`src/rtl/id_stage_if.sv`:
```
// Bundle between fetch/write-back and the decode stage, plus the decoded
// outputs that feed execute.
interface id_stage_if;
  logic [31:0] inst_code;
  logic        inst_valid;
  logic        stall;
  logic        flush;
  logic        wb_en;
  logic [4:0]  wb_addr;
  logic [31:0] wb_data;

  logic [5:0]  op;
  logic [5:0]  funct;
  logic [4:0]  rs;
  logic [4:0]  rt;
  logic [4:0]  rd;
  logic [4:0]  shamt;
  logic [31:0] imm_ext;
  logic [25:0] jaddr;
  logic [31:0] rs_data;
  logic [31:0] rt_data;
  logic [4:0]  dst_addr;
  logic        reg_write;
  logic        id_valid;
  logic        illegal;

  modport master (
    output inst_code, inst_valid, stall, flush, wb_en, wb_addr, wb_data,
    input  op, funct, rs, rt, rd, shamt, imm_ext, jaddr, rs_data, rt_data,
           dst_addr, reg_write, id_valid, illegal
  );

  modport slave (
    input  inst_code, inst_valid, stall, flush, wb_en, wb_addr, wb_data,
    output op, funct, rs, rt, rd, shamt, imm_ext, jaddr, rs_data, rt_data,
           dst_addr, reg_write, id_valid, illegal
  );
endinterface

```
`src/rtl/id_stage.sv`:
```
// MIPS instruction-decode stage: field split, immediate/destination decode,
// 32x32 register file with write-back bypass, one registered ID stage.
module id_stage #(
  parameter int          RF_DEPTH      = 32,
  parameter logic [31:0] RESET_PC_INST = 32'h0000_0000
) (
  input  logic     clk,
  input  logic     rst,
  id_stage_if.slave bus
);

  localparam logic [5:0] OP_RTYPE = 6'h00;
  localparam logic [5:0] OP_J     = 6'h02;
  localparam logic [5:0] OP_JAL   = 6'h03;
  localparam logic [5:0] OP_BEQ   = 6'h04;
  localparam logic [5:0] OP_BNE   = 6'h05;
  localparam logic [5:0] OP_ADDI  = 6'h08;
  localparam logic [5:0] OP_ADDIU = 6'h09;
  localparam logic [5:0] OP_SLTI  = 6'h0A;
  localparam logic [5:0] OP_ANDI  = 6'h0C;
  localparam logic [5:0] OP_ORI   = 6'h0D;
  localparam logic [5:0] OP_XORI  = 6'h0E;
  localparam logic [5:0] OP_LUI   = 6'h0F;
  localparam logic [5:0] OP_LW    = 6'h23;
  localparam logic [5:0] OP_SW    = 6'h2B;

  localparam logic [5:0] FN_SLL  = 6'h00;
  localparam logic [5:0] FN_SRL  = 6'h02;
  localparam logic [5:0] FN_SRA  = 6'h03;
  localparam logic [5:0] FN_JR   = 6'h08;
  localparam logic [5:0] FN_ADD  = 6'h20;
  localparam logic [5:0] FN_ADDU = 6'h21;
  localparam logic [5:0] FN_SUB  = 6'h22;
  localparam logic [5:0] FN_SUBU = 6'h23;
  localparam logic [5:0] FN_AND  = 6'h24;
  localparam logic [5:0] FN_OR   = 6'h25;
  localparam logic [5:0] FN_XOR  = 6'h26;
  localparam logic [5:0] FN_NOR  = 6'h27;
  localparam logic [5:0] FN_SLT  = 6'h2A;

  // Logical immediates zero-extend, LUI shifts up, everything else sign-extends.
  function automatic logic [31:0] imm_extend(input logic [5:0] op,
                                             input logic [15:0] imm);
    logic signed [15:0] simm;
    simm = $signed(imm);
    case (op)
      OP_ANDI, OP_ORI, OP_XORI: imm_extend = {16'h0000, imm};
      OP_LUI:                   imm_extend = {imm, 16'h0000};
      default:                  imm_extend = 32'(simm);
    endcase
  endfunction

  logic [31:0] r_rf [RF_DEPTH];

  logic [31:0] r_inst_p1;
  logic        r_vld_p1;
  logic        r_reg_write_p1;
  logic        r_illegal_p1;
  logic [31:0] r_imm_ext_p1;
  logic [31:0] r_rs_data_p1;
  logic [31:0] r_rt_data_p1;
  logic [4:0]  r_dst_addr_p1;

  logic [5:0]  w_op;
  logic [5:0]  w_funct;
  logic [4:0]  w_rs;
  logic [4:0]  w_rt;
  logic [4:0]  w_rd;
  logic [4:0]  w_dst;
  logic        w_wr_en;
  logic        w_illegal;
  logic [31:0] w_rs_data;
  logic [31:0] w_rt_data;
  logic        w_wb_live;

  assign w_op    = bus.inst_code[31:26];
  assign w_funct = bus.inst_code[5:0];
  assign w_rs    = bus.inst_code[25:21];
  assign w_rt    = bus.inst_code[20:16];
  assign w_rd    = bus.inst_code[15:11];

  assign w_wb_live = bus.wb_en && (bus.wb_addr != 5'd0);

  // Register file: writes land regardless of stall/flush; $0 is never written.
  always_ff @(posedge clk) begin
    if (!rst) begin
      for (int i = 0; i < RF_DEPTH; i++) r_rf[i] <= '0;
    end else if (w_wb_live) begin
      r_rf[bus.wb_addr] <= bus.wb_data;
    end
  end

  always_comb begin
    if (w_rs == 5'd0)                             w_rs_data = '0;
    else if (w_wb_live && bus.wb_addr == w_rs)    w_rs_data = bus.wb_data;
    else                                          w_rs_data = r_rf[w_rs];
    if (w_rt == 5'd0)                             w_rt_data = '0;
    else if (w_wb_live && bus.wb_addr == w_rt)    w_rt_data = bus.wb_data;
    else                                          w_rt_data = r_rf[w_rt];
  end

  always_comb begin
    w_dst     = 5'd0;
    w_wr_en   = 1'b0;
    w_illegal = 1'b0;
    if (w_op == OP_RTYPE) begin
      w_dst = w_rd;
      case (w_funct)
        FN_ADD, FN_ADDU, FN_SUB, FN_SUBU, FN_AND, FN_OR, FN_XOR, FN_NOR,
        FN_SLT, FN_SLL, FN_SRL, FN_SRA: w_wr_en = 1'b1;
        FN_JR:                          w_wr_en = 1'b0;
        default:                        w_illegal = 1'b1;
      endcase
    end else begin
      case (w_op)
        OP_ADDI, OP_ADDIU, OP_SLTI, OP_ANDI, OP_ORI, OP_XORI, OP_LUI, OP_LW: begin
          w_dst   = w_rt;
          w_wr_en = 1'b1;
        end
        OP_JAL: begin
          w_dst   = 5'd31;
          w_wr_en = 1'b1;
        end
        OP_BEQ, OP_BNE, OP_SW, OP_J: w_wr_en = 1'b0;
        default:                     w_illegal = 1'b1;
      endcase
    end
    if (w_illegal || w_dst == 5'd0) w_wr_en = 1'b0;
  end

  // ---- ID pipeline register (fetch -> execute boundary) ----
  always_ff @(posedge clk) begin
    if (!rst) begin
      r_inst_p1      <= RESET_PC_INST;
      r_vld_p1       <= 1'b0;
      r_reg_write_p1 <= 1'b0;
      r_illegal_p1   <= 1'b0;
      r_imm_ext_p1   <= '0;
      r_rs_data_p1   <= '0;
      r_rt_data_p1   <= '0;
      r_dst_addr_p1  <= '0;
    end else if (bus.flush) begin
      r_inst_p1      <= '0;
      r_vld_p1       <= 1'b0;
      r_reg_write_p1 <= 1'b0;
      r_illegal_p1   <= 1'b0;
      r_imm_ext_p1   <= '0;
      r_rs_data_p1   <= '0;
      r_rt_data_p1   <= '0;
      r_dst_addr_p1  <= '0;
    end else if (!bus.stall) begin
      r_inst_p1      <= bus.inst_code;
      r_vld_p1       <= bus.inst_valid;
      r_reg_write_p1 <= bus.inst_valid && w_wr_en;
      r_illegal_p1   <= bus.inst_valid && w_illegal;
      r_imm_ext_p1   <= imm_extend(w_op, bus.inst_code[15:0]);
      r_rs_data_p1   <= w_rs_data;
      r_rt_data_p1   <= w_rt_data;
      r_dst_addr_p1  <= w_dst;
    end
  end

  assign bus.op        = r_inst_p1[31:26];
  assign bus.rs        = r_inst_p1[25:21];
  assign bus.rt        = r_inst_p1[20:16];
  assign bus.rd        = r_inst_p1[15:11];
  assign bus.shamt     = r_inst_p1[10:6];
  assign bus.funct     = r_inst_p1[5:0];
  assign bus.jaddr     = r_inst_p1[25:0];
  assign bus.imm_ext   = r_imm_ext_p1;
  assign bus.rs_data   = r_rs_data_p1;
  assign bus.rt_data   = r_rt_data_p1;
  assign bus.dst_addr  = r_dst_addr_p1;
  assign bus.reg_write = r_reg_write_p1;
  assign bus.id_valid  = r_vld_p1;
  assign bus.illegal   = r_illegal_p1;

endmodule

```
`src/flat_wrapper.sv`:
```
// flat-port wrapper written by rule: the top's interface ports become plain ports
module id_stage_flat 
#(
  parameter int          RF_DEPTH      = 32,
  parameter logic [31:0] RESET_PC_INST = 32'h0000_0000
)
  (clk, rst, bus_inst_code, bus_inst_valid, bus_stall, bus_flush, bus_wb_en, bus_wb_addr, bus_wb_data, bus_op, bus_funct, bus_rs, bus_rt, bus_rd, bus_shamt, bus_imm_ext, bus_jaddr, bus_rs_data, bus_rt_data, bus_dst_addr, bus_reg_write, bus_id_valid, bus_illegal);
  id_stage_if bus_i ();
  input  logic clk;
  input  logic rst;
  input wire logic [$bits(bus_i.inst_code)-1:0] bus_inst_code;
  input wire logic [$bits(bus_i.inst_valid)-1:0] bus_inst_valid;
  input wire logic [$bits(bus_i.stall)-1:0] bus_stall;
  input wire logic [$bits(bus_i.flush)-1:0] bus_flush;
  input wire logic [$bits(bus_i.wb_en)-1:0] bus_wb_en;
  input wire logic [$bits(bus_i.wb_addr)-1:0] bus_wb_addr;
  input wire logic [$bits(bus_i.wb_data)-1:0] bus_wb_data;
  output wire logic [$bits(bus_i.op)-1:0] bus_op;
  output wire logic [$bits(bus_i.funct)-1:0] bus_funct;
  output wire logic [$bits(bus_i.rs)-1:0] bus_rs;
  output wire logic [$bits(bus_i.rt)-1:0] bus_rt;
  output wire logic [$bits(bus_i.rd)-1:0] bus_rd;
  output wire logic [$bits(bus_i.shamt)-1:0] bus_shamt;
  output wire logic [$bits(bus_i.imm_ext)-1:0] bus_imm_ext;
  output wire logic [$bits(bus_i.jaddr)-1:0] bus_jaddr;
  output wire logic [$bits(bus_i.rs_data)-1:0] bus_rs_data;
  output wire logic [$bits(bus_i.rt_data)-1:0] bus_rt_data;
  output wire logic [$bits(bus_i.dst_addr)-1:0] bus_dst_addr;
  output wire logic [$bits(bus_i.reg_write)-1:0] bus_reg_write;
  output wire logic [$bits(bus_i.id_valid)-1:0] bus_id_valid;
  output wire logic [$bits(bus_i.illegal)-1:0] bus_illegal;
  assign bus_i.inst_code = bus_inst_code;
  assign bus_i.inst_valid = bus_inst_valid;
  assign bus_i.stall = bus_stall;
  assign bus_i.flush = bus_flush;
  assign bus_i.wb_en = bus_wb_en;
  assign bus_i.wb_addr = bus_wb_addr;
  assign bus_i.wb_data = bus_wb_data;
  assign bus_op = bus_i.op;
  assign bus_funct = bus_i.funct;
  assign bus_rs = bus_i.rs;
  assign bus_rt = bus_i.rt;
  assign bus_rd = bus_i.rd;
  assign bus_shamt = bus_i.shamt;
  assign bus_imm_ext = bus_i.imm_ext;
  assign bus_jaddr = bus_i.jaddr;
  assign bus_rs_data = bus_i.rs_data;
  assign bus_rt_data = bus_i.rt_data;
  assign bus_dst_addr = bus_i.dst_addr;
  assign bus_reg_write = bus_i.reg_write;
  assign bus_id_valid = bus_i.id_valid;
  assign bus_illegal = bus_i.illegal;
  id_stage #(.RF_DEPTH(RF_DEPTH), .RESET_PC_INST(RESET_PC_INST)) u_core (.clk(clk), .rst(rst), .bus(bus_i));
endmodule
```
`config.mk`:
```
export PLATFORM = sky130hd
export DESIGN_NAME = id_stage_flat
export DESIGN_NICKNAME = d
export VERILOG_FILES = /design/src/rtl/id_stage_if.sv /design/src/rtl/id_stage.sv /design/src/flat_wrapper.sv
export SDC_FILE = /design/constraint.sdc
export NUM_CORES = 2
export LEC_CHECK = 0
export ABC_AREA = 1
export CORE_MARGIN = 10
export CORE_UTILIZATION = 60
export CTS_BUF_LIST = sky130_fd_sc_hd__clkbuf_16
export DETAILED_ROUTE_END_ITERATION = 6
export PLACE_DENSITY_LB_ADDON = 0.05
export SYNTH_ARGS = -nofsm -noshare
export SYNTH_HDL_FRONTEND = slang
export SYNTH_SLANG_ARGS = --single-unit
```
`constraint.sdc`:
```
create_clock -name clk -period 3.9 [get_ports clk]
set_clock_uncertainty 0.2 [all_clocks]
set_input_delay 0.78 -clock clk [delete_from_list [all_inputs] [get_ports clk]]
set_output_delay 0.78 -clock clk [all_outputs]
set_load 0.02 [all_outputs]
```
# After elaboration in Yosys (flattened, before gate mapping)

Memories as Yosys holds them, arrays and structs flattened.
Index checks and enable logic that the tools add are counted.

Register bits after elaboration: 136
Latch bits: 0
RAM bits: 1,024
ROM bits: 0
Input bits: 75
Output and inout bits: 162
Logic and storage cells: 78
Memories: 1

Add/sub/neg operators: 0
$mul: 0
Divide/modulo/power cells: 0
Order comparisons: 0
Equal/unequal tests: 27
Shifts and indexed selects: 0
Muxes and demuxes: 21
Bitwise logic cells: 1
Reduce and logical (&&, ||, !) cells: 20

Memories:

| name        | depth | bits a word | read ports | clocked after memory_dff | wr ports | line           | source |
|---|---|---|---|---|---|---|---|
| u_core.r_rf | 32    | 32          | 2          | 0                        | 32       | id_stage.sv:53 | `logic [31:0] r_rf [RF_DEPTH];` |

Operator list:

| kind                                                                   | count |
|---|---|
| 32-bit two-way mux                                                     | 5 |
| 6-bit equality test (second input constant)                            | 11 |
| 32-bit one-hot mux with 2 select lines                                 | 1 |
| 6-bit by 4-bit equality test with 1-bit output (second input constant) | 8 |
| 32-bit OR reduction                                                    | 1 |
| 13-bit OR reduction                                                    | 2 |
| 6-bit by 2-bit equality test with 1-bit output (second input constant) | 4 |
| 5-bit logical NOT                                                      | 3 |
| 6-bit by 3-bit equality test with 1-bit output (second input constant) | 2 |
| 6-bit logical NOT                                                      | 2 |
| 1-bit two-way mux                                                      | 12 |
| 12-bit OR reduction                                                    | 1 |
| 5-bit equality test                                                    | 2 |
| 5-bit two-way mux                                                      | 2 |
| 5-bit one-hot mux with 2 select lines                                  | 1 |
| 9-bit OR reduction                                                     | 1 |
| 8-bit OR reduction                                                     | 1 |
| 1-bit logical AND                                                      | 5 |
| 5-bit nonzero test                                                     | 1 |
| 3-bit OR reduction                                                     | 1 |
| 2-bit OR reduction                                                     | 1 |
| 1-bit logical OR                                                       | 1 |
| 1-bit NOT                                                              | 1 |

# Depth between registers and ports, before layout

Word-level depth: 8
Gate-level depth with buffers: 15
Depth with buffers taken out: 11

# Worst setup path after synthesis

Ideal clock, no wire load.

Path kind: input port to flip-flop
Start point: input rst
End point: memory u_core.r_rf[10][0], enable pin
Library setup time: 0.478 ns
Arrival: 2.740 ns
Path slack: 0.482 ns
Stages on the path: 7
Path buffers: 1
Cells stage by stage: inv_1 nor2_1 nand3_1 inv_1 nand2_1 buf_2 nand2_1

RTL lines:

| what            | line               | source |
|---|---|---|
| start, declared | flat_wrapper.sv:10 | `input logic rst;` |
| end, declared   | id_stage.sv:53     |  |

# Final worst setup path

Start point: input bus_inst_code[23]
End point: register u_core.r_rs_data_p1[7], in the netlist u_core.bus.rs_data[7]

Word-level cells in the longest chain between the ends: 4
Elaborated cells on any way between the ends: 6

RTL lines:

| what                                                            | line               | source |
|---|---|---|
| start, declared                                                 | flat_wrapper.sv:11 | `input wire logic [$bits(bus_i.inst_code)-1:0] bus_inst_code;` |
| branches (longest 3 deep; another with memory read 32 x 32 bit) | n/a                |  |
| 32-bit two-way mux *                                            | id_stage.sv:94     | `if (w_rs == 5'd0) w_rs_data = '0;` |
| end signal, assigned                                            | id_stage.sv:157    | `r_rs_data_p1 <= w_rs_data;` |
| end, declared                                                   | id_stage.sv:60     | `logic [31:0] r_rs_data_p1;` |

Every way passes the cells marked *.
A chain may end at the register's enable or synchronous reset.

==> run summary <==
status -> complete, but fails checks
failing checks -> DRC
R2R Setup Slk -> 1.36 ns
Routed Antenna Nets -> 0
largest net degree at the start of global routing -> 188
placer congestion estimate -> 1.048
post-synth top area share -> 49.36%
distinct cell type count of the synthesized netlist -> 32
final wirelength -> 245.4 mm
residual DRC count -> 4
Async SR Flop Fraction -> 0%
Die H -> 342.2 µm
Bufs on Longest Clock Path -> 3
core footprint -> 103300 µm²
Slew Limit Fails -> 0
post-cts resize count -> 0
Hold Path Origin -> u_core.bus.rt_data[14]$_SDFFE_PP0N_
yosys warns -> 0
Final setup viols -> 0
Pwr per Cell Area -> 431.4 nW/µm²
Post-CTS Setup Bufs -> 0
Worst Hold End -> u_core.bus.rt_data[14]$_SDFFE_PP0N_
Peak VDD IR -> 0.0003929 V
starting density of the core -> 60.28%
worst-margin pin slew -> 1.300 ns
DP Wirelength -> 152.6 mm
die area -> 117100 µm²
FP Rows -> 118
Leakage Power -> 28.61 nW
Sum Neg Setup Slack -> 0 ns
Syn-to-layout area delta -> 13.02%
fraction of layout cells with a size suffix above 1 -> 6.892%
Worst EP arrival -> 3.82 ns
DR pass1 iterations -> 7
unrepaired setup endpoints after global routing -> no
first-pass GRT wire length -> 351.6 mm
Crit Reg-Reg Startpoint -> u_core.r_rf[22][26]$_SDFFCE_PN0P_
Clock Pin Slew Worst Setup and Hold Paths -> 0.06 ns
Mean Syn Cell Area -> 8.089 µm²
drt wl/cell -> 26.75 µm
final worst-path cycle share -> 86.37%
Final Hold Vio Count -> 0
Initial DRC Count -> 10.65k
Post-Syn Area -> 62290 µm²
Nets -> 7759
reg-to-reg endpoint -> u_core.bus.rt_data[26]$_SDFFE_PP0N_
Root Driver -> clkbuf_16
initial antenna violation count -> 13
H-Tree Depth -> 3
PortBufs -> 236
Setup Crit Path Kind -> in -> reg
register area share after synthesis -> 53.73%
dpl cell area -> 66510 µm²
Post-Syn Instances -> 7701
CTS tree -> done
Cells on Worst Hold Path -> 2
Clock Latency Late Sink -> 0.76 ns
Total Routing Usage GR -> 40.58%
Ports -> 237
maximum clock frequency -> 296.9 MHz
CP Max Fanout -> 26
fillcell total -> 8418
startpoint class of the critical path -> input port
Critical Path Sink Type -> flop
Post-synth EDFFs -> 1024
area of the multi-input gates -> 23830 µm²
vias in the first global route -> 53.32k
vias per cell -> 6.367
Via Count -> 58.41k
Slew headroom -> 13.21%
reported max-cap violation count -> 0
Worst Hold Class -> reg -> reg
clock sink count -> 1160
R2R depth -> 9
Synth area leaders -> edfxtp_1 (49%), nand2_1 (12%), nor2_1 (7.4%), nand3_1 (6.4%), o211ai_1 (5.0%)
area leader, netlist -> edfxtp_1
Main synth FF type -> edfxtp_1
Seq cells post-synth -> 1160
grt total ovfl -> 0
Worst EP required -> 4.35 ns
die width -> 342.2 µm
Seq. cell area -> 33470 µm²
Post-CTS Hold Fix Bufs -> 0
Final min period -> 3.369 ns
TritonCTS Buffers -> 121
Design Area, Final -> 70400 µm²
-- cell usage after synthesis, types with 2 or more instances --
| library cell | count |
|---|---|
| nor2_2 | 2 |
| xor2_1 | 4 |
| buf_1 | 48 |
| o21ai_0 | 426 |
| dfxtp_1 | 136 |
| nor3_2 | 2 |
| nor2_1 | 1223 |
| a21oi_1 | 408 |
| nand2_1 | 1960 |
| buf_2 | 263 |
| clkinv_1 | 2 |
| a31oi_1 | 15 |
| clkbuf_1 | 334 |
| buf_4 | 48 |
| or2_2 | 19 |
| edfxtp_1 | 1024 |
| and3_1 | 8 |
| nand4_1 | 2 |
| inv_2 | 7 |
| nor3_1 | 7 |
| inv_1 | 549 |
| nand3_1 | 793 |
| o22ai_1 | 2 |
| o211ai_1 | 411 |
-- state kept, by name, summed over array words and instances, names as in the netlist --
name                  flops
u_core.bus.imm_ext       32
u_core.bus.rt_data       32
u_core.r_inst_p1         32
u_core.r_rf            1024
u_core.bus.illegal        1
u_core.bus.reg_write      1
u_core.bus.dst_addr       5
u_core.bus.rs_data       32
u_core.bus.id_valid       1
-- metal layers --
metal,vias to the layer above,routed length (µm),track usage (%)
met5,-,208,0.6247
met4,16,18240,25.71
met3,828,41850,16.20
met2,4767,100500,56.90
met1,27251,84670,51.82
li1,25552,-,-
-- power breakdown --
part	internal (W)	switching, W
Combinational	0.00119	0.00325
Sequential	0.0142	0.000307
Clock	0.00640	0.00507
Total	0.0217	0.00863
-- cell usage in the layout (no fill, tap or decap), drive strengths merged --
master and n:
o211a 1, nor4 1, nand4 2, clkinvlp 5
xor2 4, nand3 793, nor3 9, clkbuf 124
nand2 1960, dfxtp 136, bufinv 10, inv 586
a21oi 408, clkinv 64, clkdlybuf4s50 224, o21bai 1
nor2 1225, o211ai 411, edfxtp 1024, buf 299
and3 8, o22ai 2, diode 3, a31oi 15
o21ai 427, or2 20, conb 32, a22oi 1
-- stage by stage --
stage / util, % / std cells / total power [W] / hold slack, ns / setup WS, ns
final: 68.12 / 9175 / 0.03037 / 0.2623 / 0.5315
after global routing: 68.11 / 9172 / 0.03108 / 0.2835 / 0.6603
after CTS: 68.11 / 9172 / 0.03009 / 0.2654 / 0.9689
after detailed placement: 64.36 / 8941 / 0.01887 / 0.2558 / 0.2263
after global placement: 64.36 / 8941 / 0.01878 / 0.2523 / 0.2210
after floorplan: - / 7732 / 0.01700 / 0.3345 / 0.4824
-- logic make-up (layout without fill, tap and decap cells) --
| family | after synthesis | in the layout | share of synthesized area (%) |
|---|---|---|---|
| buf+inv | 1252 | 1312 | 8.363 |
| simple gates | 4018 | 4018 | 25.97 |
| xor+xnor | 4 | 4 | 0.05623 |
| flops | 1160 | 1160 | 53.73 |
| other cells | 1 | 35 | 0.006020 |
| compound gates | 1266 | 1266 | 11.87 |
-- worst max-delay path, stage by stage --
cell	delay (ns)
buf_4	0.12
or2_1	0.43
nor2_4	0.95
nand2_1	0.11
nand3_1	0.13
nor2_1	0.06
buf_4	0.17
nand2_1	0.57
nand2_1	0.17
nand2_1	0.11
nand2_1	0.06
a21oi_1	0.13
-- final cells by class --
class / count / share of cell area, %
diodes: 3 / 0.01066
clock buffers: 124 / 4.407
clock inverters: 107 / 1.105
inverters: 558 / 3.012
multi-input cells: 5320 / 33.85
flip-flops and latches: 1160 / 47.54
well taps: 1380 / 2.453
repair buffers: 523 / 7.614
-- worst max-delay path by stage --
stage,startpoint,end,slack [ns],cells after the start
after floorplan,rst,u_core.r_rf[10][0]$_SDFFCE_PN0P_,0.48,7
after global placement,bus_wb_addr[1],u_core.r_rf[22][2]$_SDFFCE_PN0P_,0.22,10
after detailed placement,bus_wb_addr[1],u_core.r_rf[22][26]$_SDFFCE_PN0P_,0.23,10
after CTS,bus_wb_addr[1],u_core.r_rf[22][2]$_SDFFCE_PN0P_,0.97,10
after global routing,bus_inst_code[23],u_core.bus.rs_data[7]$_SDFFE_PP0N_,0.66,12
final,bus_inst_code[23],u_core.bus.rs_data[7]$_SDFFE_PP0N_,0.53,12
No activity file was read; power rests on OpenSTA's default activity.
